## config.mk

```make
export PLATFORM = sky130hd
export DESIGN_NAME = mdi_round_sequencer
export DESIGN_NICKNAME = d
export VERILOG_FILES = /design/src/rtl/mdi_pkg.sv /design/src/rtl/mdi_key_packer.sv /design/src/rtl/mdi_round_sequencer.sv
export SDC_FILE = /design/constraint.sdc
export NUM_CORES = 1
export LEC_CHECK = 0
export ABC_AREA = 1
export CORE_ASPECT_RATIO = 1.75
export CORE_MARGIN = 2
export CORE_UTILIZATION = 33
export CTS_CLUSTER_SIZE = 10
export DETAILED_ROUTE_END_ITERATION = 8
export PLACE_DENSITY = 0.67
export SYNTH_ARGS = -nofsm -noshare
export SYNTH_HDL_FRONTEND = slang
export SYNTH_SLANG_ARGS = --single-unit
```

## constraint.sdc

```tcl
create_clock -name clk -period 2.7 [get_ports clk]
set_input_delay 0.27 -clock clk [delete_from_list [all_inputs] [get_ports clk]]
set_output_delay 0.27 -clock clk [all_outputs]
set_load 0.02 [all_outputs]
```

## src/rtl/mdi_pkg.sv

```systemverilog
// Shared types for the MDI round sequencer: FSM states, RNG word layout
// and datapath widths.
package mdi_pkg;

  localparam int BASIS_W = 2;
  localparam int VALUE_W = 8;

  typedef enum logic [2:0] {
    IDLE,
    FETCH,
    LOAD,
    READ,
    EMIT,
    DONE,
    TAMPER
  } seq_state_e;

  typedef struct packed {
    logic [VALUE_W-1:0] value;
    logic [BASIS_W-1:0] basis_a;
    logic [BASIS_W-1:0] basis_b;
  } rng_word_t;

endpackage

```

## src/rtl/mdi_key_packer.sv

```systemverilog
// Sifted-key accumulator: byte shift register (first byte ends in MSBs)
// with a fill counter.
module mdi_key_packer
  import mdi_pkg::*;
#(
  parameter int KEY_BYTES = 4,
  localparam int KEY_W = VALUE_W * KEY_BYTES,
  localparam int CNT_W = $clog2(KEY_BYTES + 1)
) (
  input  logic               clk,
  input  logic               reset_n,
  input  logic               push,
  input  logic [VALUE_W-1:0] byte_in,
  input  logic               clear,
  output logic               full,
  output logic [KEY_W-1:0]   key_data
);

  logic [CNT_W-1:0] cnt_q;
  logic [KEY_W-1:0] data_q;

  always_ff @(posedge clk or negedge reset_n) begin
    if (!reset_n) begin
      cnt_q  <= '0;
      data_q <= '0;
    end else if (clear) begin
      cnt_q <= '0;
    end else if (push) begin
      cnt_q  <= cnt_q + CNT_W'(1);
      data_q <= (data_q << VALUE_W) | KEY_W'(byte_in);
    end
  end

  // Full as seen after this cycle, so the FSM can branch on the final push.
  assign full = (cnt_q == CNT_W'(KEY_BYTES)) ||
                (push && (cnt_q == CNT_W'(KEY_BYTES - 1)));

  assign key_data = data_q;

endmodule

```

## src/rtl/mdi_round_sequencer.sv

```systemverilog
// Initiator for the MDI collapse-register bank: one init/read round per
// cell, sifts matched values into key words and fuses the cell on anomaly.
module mdi_round_sequencer
  import mdi_pkg::*;
#(
  parameter int NUM_CELLS = 64,
  parameter int KEY_BYTES = 4,
  localparam int IDX_W = (NUM_CELLS > 1) ? $clog2(NUM_CELLS) : 1,
  localparam int KEY_W = VALUE_W * KEY_BYTES
) (
  input  logic               clk,
  input  logic               reset_n,
  input  logic               start,
  input  logic               rng_valid,
  output logic               rng_ready,
  input  logic [11:0]        rng_data,
  output logic [IDX_W-1:0]   cell_idx,
  output logic               init_o,
  output logic               read_o,
  output logic [VALUE_W-1:0] value_o,
  output logic [BASIS_W-1:0] basis_a_o,
  output logic [BASIS_W-1:0] basis_b_o,
  input  logic [VALUE_W-1:0] out_a,
  input  logic [VALUE_W-1:0] out_b,
  input  logic               pad_en_a,
  input  logic               pad_en_b,
  output logic               fuse_blow_o,
  output logic               key_valid,
  input  logic               key_ready,
  output logic [KEY_W-1:0]   key_data,
  output logic               busy,
  output logic               exhausted,
  output logic               tamper
);

  localparam logic [IDX_W-1:0] LAST = IDX_W'(NUM_CELLS - 1);

  seq_state_e         state_q, state_d;
  logic [IDX_W-1:0]   idx_q, idx_d;
  logic [VALUE_W-1:0] value_q;
  logic [BASIS_W-1:0] ba_q, bb_q;
  logic               exh_q, exh_d;
  logic               tmp_q, tmp_d;
  logic               fuse_q, fuse_d;
  rng_word_t          rng_w;
  logic               xfer, match, anomaly, last;
  logic               push, clear, full;

  assign rng_w = rng_data;
  assign xfer  = (state_q == FETCH) && rng_valid;
  assign last  = (idx_q == LAST);
  assign match = (ba_q == bb_q);

  // A granted pad must agree on both sides and return exactly what we loaded.
  assign anomaly = (pad_en_a != pad_en_b) ||
                   (pad_en_a != match) ||
                   (pad_en_a && ((out_a != value_q) || (out_b != value_q)));

  always_comb begin
    state_d   = state_q;
    idx_d     = idx_q;
    exh_d     = exh_q;
    tmp_d     = tmp_q;
    fuse_d    = 1'b0;
    rng_ready = 1'b0;
    init_o    = 1'b0;
    read_o    = 1'b0;
    key_valid = 1'b0;
    push      = 1'b0;
    clear     = 1'b0;
    unique case (state_q)
      IDLE: begin
        if (start) state_d = FETCH;
      end
      FETCH: begin
        rng_ready = rng_valid;
        if (rng_valid) state_d = LOAD;
      end
      LOAD: begin
        init_o  = 1'b1;
        state_d = READ;
      end
      READ: begin
        read_o = 1'b1;
        if (anomaly) begin
          state_d = TAMPER;
          tmp_d   = 1'b1;
          fuse_d  = 1'b1;
        end else begin
          push = pad_en_a;
          if (full) begin
            state_d = EMIT;
          end else if (last) begin
            state_d = DONE;
            exh_d   = 1'b1;
          end else begin
            idx_d   = idx_q + IDX_W'(1);
            state_d = FETCH;
          end
        end
      end
      EMIT: begin
        key_valid = 1'b1;
        if (key_ready) begin
          clear = 1'b1;
          if (last) begin
            state_d = DONE;
            exh_d   = 1'b1;
          end else begin
            idx_d   = idx_q + IDX_W'(1);
            state_d = FETCH;
          end
        end
      end
      DONE, TAMPER: ;
      default: state_d = IDLE;
    endcase
  end

  always_ff @(posedge clk or negedge reset_n) begin
    if (!reset_n) begin
      state_q <= IDLE;
      idx_q   <= '0;
      value_q <= '0;
      ba_q    <= '0;
      bb_q    <= '0;
      exh_q   <= 1'b0;
      tmp_q   <= 1'b0;
      fuse_q  <= 1'b0;
    end else begin
      state_q <= state_d;
      idx_q   <= idx_d;
      exh_q   <= exh_d;
      tmp_q   <= tmp_d;
      fuse_q  <= fuse_d;
      if (xfer) begin
        value_q <= rng_w.value;
        ba_q    <= rng_w.basis_a;
        bb_q    <= rng_w.basis_b;
      end
    end
  end

  mdi_key_packer #(
    .KEY_BYTES(KEY_BYTES)
  ) u_packer (
    .clk     (clk),
    .reset_n (reset_n),
    .push    (push),
    .byte_in (out_a),
    .clear   (clear),
    .full    (full),
    .key_data(key_data)
  );

  assign cell_idx    = idx_q;
  assign value_o     = value_q;
  assign basis_a_o   = ba_q;
  assign basis_b_o   = bb_q;
  assign fuse_blow_o = fuse_q;
  assign exhausted   = exh_q;
  assign tamper      = tmp_q;
  assign busy        = !(state_q inside {IDLE, DONE, TAMPER});

endmodule
```

## Word level (Yosys, flattened, before mapping)

Cells that the tools add are included.

| operators by class | value |
|---|---|
| bitwise operators | 3 |
| multiplexer cells | 29 |
| reductions and logical operators | 17 |
| $add $sub $neg | 2 |
| equal/unequal tests | 19 |

Operator list:

| kind | count |
|---|---|
| bitwise OR 32 x 8 -> 32 bit | 1 |
| 2-to-1 mux 3 bit | 8 |
| 2-to-1 mux 6 bit | 4 |
| one-hot mux 3 bit (6 select lines) | 1 |
| inequality test 8 bit | 2 |
| 2-to-1 mux 1 bit | 14 |
| equality test 3 bit, second input constant | 4 |
| one-hot mux 6 bit (2 select lines) | 1 |
| inequality test 2 bit, second input constant | 5 |
| equality test 3 x 2 -> 1 bit, second input constant | 3 |
| AND reduction 4 bit | 2 |
| adder 6 x 1 -> 6 bit, second input constant | 1 |
| equality test 6 bit, second input constant | 1 |
| logical OR 1 bit | 4 |
| AND reduction 2 bit | 2 |
| nonzero test 2 bit | 2 |
| adder 3 x 1 -> 3 bit, second input constant | 1 |
| equality test 3 x 1 -> 1 bit, second input constant | 1 |
| logical AND 1 bit | 3 |
| logical NOT 3 bit | 1 |
| nonzero test 3 bit | 1 |
| equality test 2 bit | 1 |
| inequality test 1 bit | 2 |
| NOT 1 bit | 2 |
| other kinds (3) | 3 |

| word-level totals | value |
|---|---|
| logic and storage cells | 80 |
| bits of input ports | 35 |
| register bits after elaboration | 59 |

## Logic depth before layout (Yosys ltp)

| depth | value |
|---|---|
| depth in word-level cells | 11 |
| mapped depth | 14 |

## Modules after synthesis

Synthesis repeated with hierarchy kept, for this count alone.

| second synthesis, totals | value |
|---|---|
| cell total of the unflattened synthesis | 413 |
| area total of the unflattened synthesis | 3156.8 um^2 |

By module, submodules not included:

| module | cells each | area an instance (um^2) | times used |
|---|---|---|---|
| mdi_round_sequencer | 250 | 1702.9 | 1 |
| mdi_key_packer | 163 | 1453.9 | 1 |

## Least setup slack after synthesis

No wires, ideal clock.

| timing | value |
|---|---|
| path type | register to register |
| start | register bb_q[1], in the netlist basis_b_o[1] |
| end | register u_packer.data_q[3], in the netlist u_packer.key_data[3] |
| stages on the path, launching flop included | 13 |
| library setup time | 0.118 ns |
| path buffers | 1 |
| period minus slack after synthesis | 1.699 ns |
| arrival | 1.580 ns |
| setup slack | 1.001 ns |
| cells stage by stage | dfrtp_1 > inv_1 > nand2_1 > nand2_1 > nor2_1 > inv_1 > nor2_1 > nand3b_1 > nor2_4 > nand2_4 > buf_6 > nand2_1 > o21ai_2 |

| on the way | value |
|---|---|
| longest elaborated chain between the ends | 7 |

RTL lines:

| what | RTL line | source |
|---|---|---|
| from (decl) | mdi_round_sequencer.sv:41 | `logic [BASIS_W-1:0] ba_q, bb_q;` |
| from (signal assigned) | mdi_round_sequencer.sv:139 | `bb_q <= rng_w.basis_b;` |
| equality test 2 bit | mdi_round_sequencer.sv:52 | `assign match = (ba_q == bb_q);` |
| inequality test 1 bit | mdi_round_sequencer.sv:56 | `(pad_en_a != match) \|\|` |
| logical OR 1 bit | mdi_round_sequencer.sv:55 | `assign anomaly = (pad_en_a != pad_en_b) \|\|` |
| logical OR 1 bit | mdi_round_sequencer.sv:56 |  |
| 2-to-1 mux 1 bit | mdi_round_sequencer.sv:85 | `if (anomaly) begin` |
| 2-to-1 mux 1 bit | mdi_round_sequencer.sv:71 | `unique case (state_q)` |
| AND reduction 2 bit (no line) | - |  |
| to (signal assigned) | mdi_key_packer.sv:30 | `data_q <= (data_q << VALUE_W) \| KEY_W'(byte_in);` |
| to (decl) | mdi_key_packer.sv:20 | `logic [KEY_W-1:0] data_q;` |

Every way passes these cells.
A chain may end at the register's enable or synchronous reset.

## Worst setup path in the final report

| timing | value |
|---|---|
| start | register state_q[2] |
| end | output port rng_ready |

| on the way | value |
|---|---|
| longest elaborated chain between the ends | 2 |

RTL lines:

| what | RTL line | source |
|---|---|---|
| from (decl) | mdi_round_sequencer.sv:38 | `seq_state_e state_q, state_d;` |
| from (signal assigned) | mdi_round_sequencer.sv:131 | `state_q <= state_d;` |
| equality test 3 x 1 -> 1 bit | mdi_round_sequencer.sv:71 |  |
| 2-to-1 mux 1 bit | mdi_round_sequencer.sv:71 |  |
| to (decl) | mdi_round_sequencer.sv:15 | `output logic rng_ready,` |

Every way passes these cells.

==> Implementation_results.wiki <==
{| class="wikitable"
! Metric !! Value
|-
| Share of layout cells above drive strength 1 || 9.26%
|-
| Total negative setup slack || 0 ps
|-
| Global routing usage on met3 || 4.05%
|-
| Flip-flop and latch count after synthesis || 59
|-
| Total leakage power || 2.21 nW
|-
| Buffer count from post-CTS setup fixing || 0
|-
| Root cell of the clock tree || clkbuf_16
|-
| Final Routed Wirelength || around 7700 µm
|-
| Half-perimeter wire length of the detailed placement result || around 5800 µm
|-
| Worst-Margin Slew || 495 ps
|-
| Power per Cell Area || 506 nW/µm²
|-
| Net total in the final layout || 531
|-
| Global routing usage on met1 || 17.7%
|-
| Max clock buf depth || 2
|-
| Number of distinct library cells after synthesis || 34
|-
| Dominant cells by area after synthesis || dfrtp_1, nand2_1, nand3_1
|-
| Largest net degree at the start of global routing || 45
|-
| Core area || roughly 9000 µm²
|-
| Signal arrival time at the worst endpoint || 2170 ps
|-
| Global-route wire length before repair || 12900 µm
|-
| Number of buffer cells added on primary ports || 92
|-
| Endpoints failing hold || 0
|-
| Most common cell in the synthesized netlist || nand2_1
|-
| CTS sink cnt || roughly 60
|-
| Antenna violations before repair || 0
|-
| Met2 usage || about 28%
|-
| Vias after detailed routing || 2886
|-
| Flop2flop setup slack || 700 ps
|-
| Clock tree skew after final layout || 6.00 ps
|-
| TritonCTS Buffers || 9
|-
| Ordered list of cells on the worst path || nor3_1 -> nand2_1 -> inv_2 -> clkdlybuf4s50_1
|-
| Critical R2R Launch || basis_a_o[1]
|-
| Reg2reg end || u_packer.cnt_q[0]
|-
| GRT Resource Usage Total || 16.0%
|-
| Combined area of all synthesized cells || approximately 3000 µm²
|-
| Post-Place Setup Slack || 453 ps
|-
| Global routing's busiest layer || met2
|-
| Yosys warns || 0
|-
| Critical Path Sink Type || primary output
|-
| Max-slew violation total from the final report || 0
|-
| Worst setup margin || 256 ps
|-
| Full die area || ~10000 µm²
|-
| Worst relative slew slack || 67.0%
|-
| Vertical extent of the die || 132 µm
|-
| Sequential-to-total area share from yosys stat || 48.1%
|-
| Average footprint of a synthesized cell || 7.76 µm²
|-
| Largest driver fanout on the critical path || 25
|-
| Final setup violation count || 0
|-
| Clock slew at reported path FFs || 50 ps
|-
| Outcome || complete, no violations
|-
| Achievable frequency || 0.409 GHz
|-
| Number of DRC violations after detailed-routing iteration 0 || ~150
|-
| Crit path time final || 2440 ps
|-
| Critical path origin || state_q[2]
|-
| Net count of the mapped netlist || around 440
|-
| Post-cts hold buffer count || 1
|-
| Count of antenna-violating nets left after detailed routing || 0
|-
| Peak VDD IR || 313 µV
|-
| CTS resizes || 0
|-
| # IOs || 93
|-
| Area Overhead vs Synth || 43.9%
|-
| Post-Synthesis Cells || 396
|-
| Worst-Skew Late Latency || 320 ps
|-
| CTS H-tree lvls || 3
|-
| Commonest cells post-synth || nand2_1, dfrtp_1, nand3_1
|-
| Area fraction of the dominant cell type after synthesis || 48.1%
|-
| Remaining global-route overflow || 0
|-
| Effective utilization at floorplan || 34.0%
|-
| Final routed DRC violation total || 0
|-
| Count of cells along the worst register-to-register path || 11
|-
| TritonCTS clock tree || done
|-
| Diode count || 0
|-
| Slowest cell on crit path || clkdlybuf4s50_1
|-
| Post-synth top flop || dfrtp_1
|-
| Period utilisation layout || 90.5%
|-
| Rows || 46
|-
| Class of the tightest hold or removal check || input pin to asynchronous set/reset pin
|-
| Routed len/inst || 12.4 µm
|-
| Pre-Repair DR Iteration Count || 5
|-
| Stage delay of the slowest cell on the critical path || 680 ps
|-
| Library cell occupying the most area in the post-synthesis netlist || dfrtp_1
|-
| Routability congestion estimate from global placement || just under 0.9
|-
| Count of flip-flops with a built-in enable after synthesis || 0
|-
| Vias in the first global route || 2780
|-
| Max-cap violations || 0
|-
| Launching element type of the critical path || register
|-
| Crit Path Category || register to primary output
|-
| Average vias per placed instance || 4.68
|-
| Required @ worst endpoint || between 2000 and 2500 ps
|-
| Setup repair after global routing missed its margin || no
|-
| Die extent in x || 76.9 µm
|-
| Asr flop ratio synth || 100%
|}
-- placed cells by master (no fill, tap or decap), types with 2 or more instances in the layout --
cell type        count
nand2_1            147
clkdlybuf4s50_1     91
dfrtp_1             59
nand3_1             44
inv_1               42
nor2_1              17
o21ai_0             17
o21ai_2              9
clkbuf_16            9
inv_2                7
a21oi_1              7
nor3_1               4
xor2_1               4
ha_1                 4
buf_4                4
and2_1               2
nand4_1              2
nand3_2              2
nand2_4              2
o31ai_1              2
clkbuf_8             2
bufinv_16            2
-- where the power goes --
| part | internal [mW] | leakage, nW | total [mW] | switching [mW] |
|---|---|---|---|---|
| sequential | 0.885 | 0.752 | 0.885 | 0 |
| clock | 0.856 | 0.159 | 1.24 | 0.385 |
| combinational | 0.0570 | 1.30 | 0.110 | 0.0529 |
| total | 1.80 | 2.21 | 2.24 | 0.437 |
-- per-stage QoR --
stage               instance area [µm²]  cells  power (mW)  hold WS [ps]  utilization (%)
CTS                                4420    617        2.27           449             48.9
finish                             4420    617        2.24           443             48.9
global route                       4420    617        2.32           494             48.9
global placement                   4080    600        1.01           256             45.2
detailed placement                 4080    600        1.01           261             45.2
floorplan                          3070    396       0.929         -25.6                -
-- cell type report --
type	count	area, µm²
timing repair buffer	97	956
fill	911	4620
inverter	49	184
sequential	59	1480
tap	120	150
multi-input combinational	276	1330
clock inverter	4	72.6
clock buffer	12	256
-- worst max-delay path by stage --
stage               slack, ps                   end
finish                    260             rng_ready
CTS                       230             rng_ready
detailed placement        450           cell_idx[0]
global placement          500           cell_idx[4]
global route              110             rng_ready
floorplan                1000  u_packer.key_data[3]
-- kinds of logic (layout without fill, tap and decap cells) --
family,count (synthesis),count (layout),synth area share (%)
xor gates and xnor gates,5,5,1.43
adders and majority gates,4,4,1.63
and+or+nand+nor,225,225,31.3
DFF,59,59,48.1
buffers and inverters,61,162,8.80
AOI/OAI and AO/OA,42,42,8.80
-- routing by layer --
metal	wire length, µm	share of wire [%]
met1	3050	40
met2	4030	53
met3	370	4.8
met4	201	2.6
met5	0	0
-- flip-flops by register name, indices dropped and copies added, names as in the netlist, 2 cells and up --
| signal | flops |
|---|---|
| basis_a_o | 2 |
| basis_b_o | 2 |
| u_packer.key_data | 32 |
| u_packer.cnt_q | 3 |
| state_q | 3 |
| cell_idx | 6 |
| value_o | 8 |
-- critical path: cells and delay by family, from the launching register on --
| family | cells | cell delay [ps] |
|---|---|---|
| buf+inv | 2 | 960 |
| flops | 1 | 460 |
| simple gates | 2 | 430 |
(Power assumes the default switching activity.)
==> edit: new RTL, same flow settings <==
Make the reset (`reset_n`) synchronous in 2 clocked blocks.
--- a/src/rtl/mdi_key_packer.sv
+++ b/src/rtl/mdi_key_packer.sv
@@ -21,3 +21,3 @@
 
-  always_ff @(posedge clk or negedge reset_n) begin
+  always_ff @(posedge clk) begin
     if (!reset_n) begin
--- a/src/rtl/mdi_round_sequencer.sv
+++ b/src/rtl/mdi_round_sequencer.sv
@@ -119,3 +119,3 @@
 
-  always_ff @(posedge clk or negedge reset_n) begin
+  always_ff @(posedge clk) begin
     if (!reset_n) begin
Function: differs if reset_n is asserted again (counterexample within 4 cycles, from zero or initial values and one cycle with reset_n low); with reset_n held inactive, the same outputs for 10 cycles.
==> edit against the original RTL <==
Global-route usage is 0.87 points higher; final cell count is 5.3% lower; setup slack better by 390 ps; largest cell class is now multi-input gates; highest routed layer unchanged; fmax is 19% higher; routed wire length is 4.2% lower; die area is 8.3% lower; sequential cell count stayed put; cell area is 6.5% lower; count of clock-buffer cells in the layout is 3 lower; area after synthesis is 8.6% lower.
Power is not compared: it rests on default switching activity, and its combinational part moved more than twofold at a synthesized area within 25%.
==> edit: results <==
[finish]
fillers = 836
diodes = 0
fin_nets = 526
drive_gt1_share_pct = 10.6
stdcell_count = 584
largest_reg_flops = 32

[yosys]
synth_nets = 434
dominantRegCellSynth = dfxtp_1
synthAdderAreaFrac_pct = 1.78
yosysWarningCount = 0
muxShareOfSynthArea_pct = 0
ys_seq_area_share_pct = 42.1
synthXorXnorAreaFrac_pct = 1.87
synth_compound_area_share_pct = 16.2
synth.area.top_cells = dfxtp_1 42%, nor2_1 10%, nand2_1 9.1%, o21ai_0 6.6%, inv_1 4.7%
synthesis.area_per_instance_um2 = 7.10
async_flop_share_pct = 0
synth_common_cells = 78 x nor2_1, 68 x nand2_1, 59 x dfxtp_1
synthDistinctLibCells = 26

[clock_network]
hold_buffers = 0
clk_pin_slew_ps = 50
cts_resized = 0
htree_levels = 3
cts_buffer_depth = 2
clk-insertion-delay-late_ps = 330
cts_made_buffers = 9
post-cts-setup-buffers = 0
root_buffer = clkbuf_16

[global_routing]
grt_max_degree = 43
grt_pass1_wl_um = 12100
grt_pass1_vias = 2747
grt_usage_pct = 16.8

[power_and_ir_drop]
leakage_nw = 1.73
irDropWorstVdd_v = 0.000331

[detailed_routing]
drt_iter0_markers = 142
via_per_inst = 4.86
drt-total-wl_um = 7330
dr.pass1.iters = 5

[place]
dp_cells = 568
hpwlAfterDp_um = 5470
gp_congestion = 0.842
port-buffer-count = 92

[timing]
finalClockSkew_ps = 5.46
max_slew_margin_pct = 44.4

[setup_path]
arrival_ps = 1780
crit_fanout = 6
crit_path_max_incr_delay_ps = 600
critPathSlowestCell = clkdlybuf4s50_1

[outcome]
status = finished, final reports clean

[hold_path]
hp-class = reg2reg
## edit: worst reg2reg max path: stages, from the launching register on
cell and delay (ps):
dfxtp_1 360, inv_1 70, nand2_1 50, nand2_1 60
nor2_1 180, nand2_1 100, nor2_2 140, nand3_4 120
nor2_8 100, buf_4 340, nor2_1 100, a211oi_1 160
## edit: power breakdown
part / internal [mW] / total (mW) / switching [mW]
Sequential: 0.930 / 0.997 / 0.0668
Clock: 0.814 / 1.24 / 0.425
Combinational: 0.286 / 0.672 / 0.386
## edit: path summary, 6_finish.rpt
path | slack (ps) | depth (start not counted) | end | startpoint
min reg2reg | 460 | 2 | tamper | tamper
max reg2reg | 820 | 11 | u_packer.key_data[0] | basis_a_o[1]
min | 460 | 2 | tamper | tamper
max | 650 | 5 | rng_ready | state_q[0]
## edit: through the flow
step                      worst slack [ps]  instance area (um2)
after global placement                 542                 3810
after floorplan                        921                 2810
after CTS                              616                 4140
after detailed placement               473                 3810
after global routing                   517                 4140
final                                  649                 4140
## edit: per-layer routing
metal / routed length (um) / part of all wire, % / track usage [%] / vias to the layer above
met5: 0 / 0 / 0 / -
met4: 249 / 3.4 / 9.30 / 0
met3: 368 / 5.0 / 4.80 / 17
met2: 3770 / 51 / 28.9 / 96
met1: 2940 / 40 / 17.8 / 1265
li1: - / - / - / 1460
## edit: kinds of logic (layout without fill, tap and decap cells)
| family | count (synthesis) | after routing |
|---|---|---|
| AO/OA/AOI/OAI | 79 | 79 |
| XOR/XNOR | 6 | 6 |
| adder cells (fa/ha/maj) | 4 | 4 |
| buffers and inverters | 59 | 156 |
| flip-flops | 59 | 59 |
| AND/OR/NAND/NOR | 188 | 188 |
## edit: cell type report
cell class              count  area (um2)  share of cell area (%)
clock buffers               9         225                    5.45
clock inverters             7         100                    2.42
inverters                  44         165                    3.99
multi-input cells         277        1400                    33.8
flip-flops and latches     59        1180                    28.6
well taps                  92         115                    2.78
repair buffers             96         951                    23.0
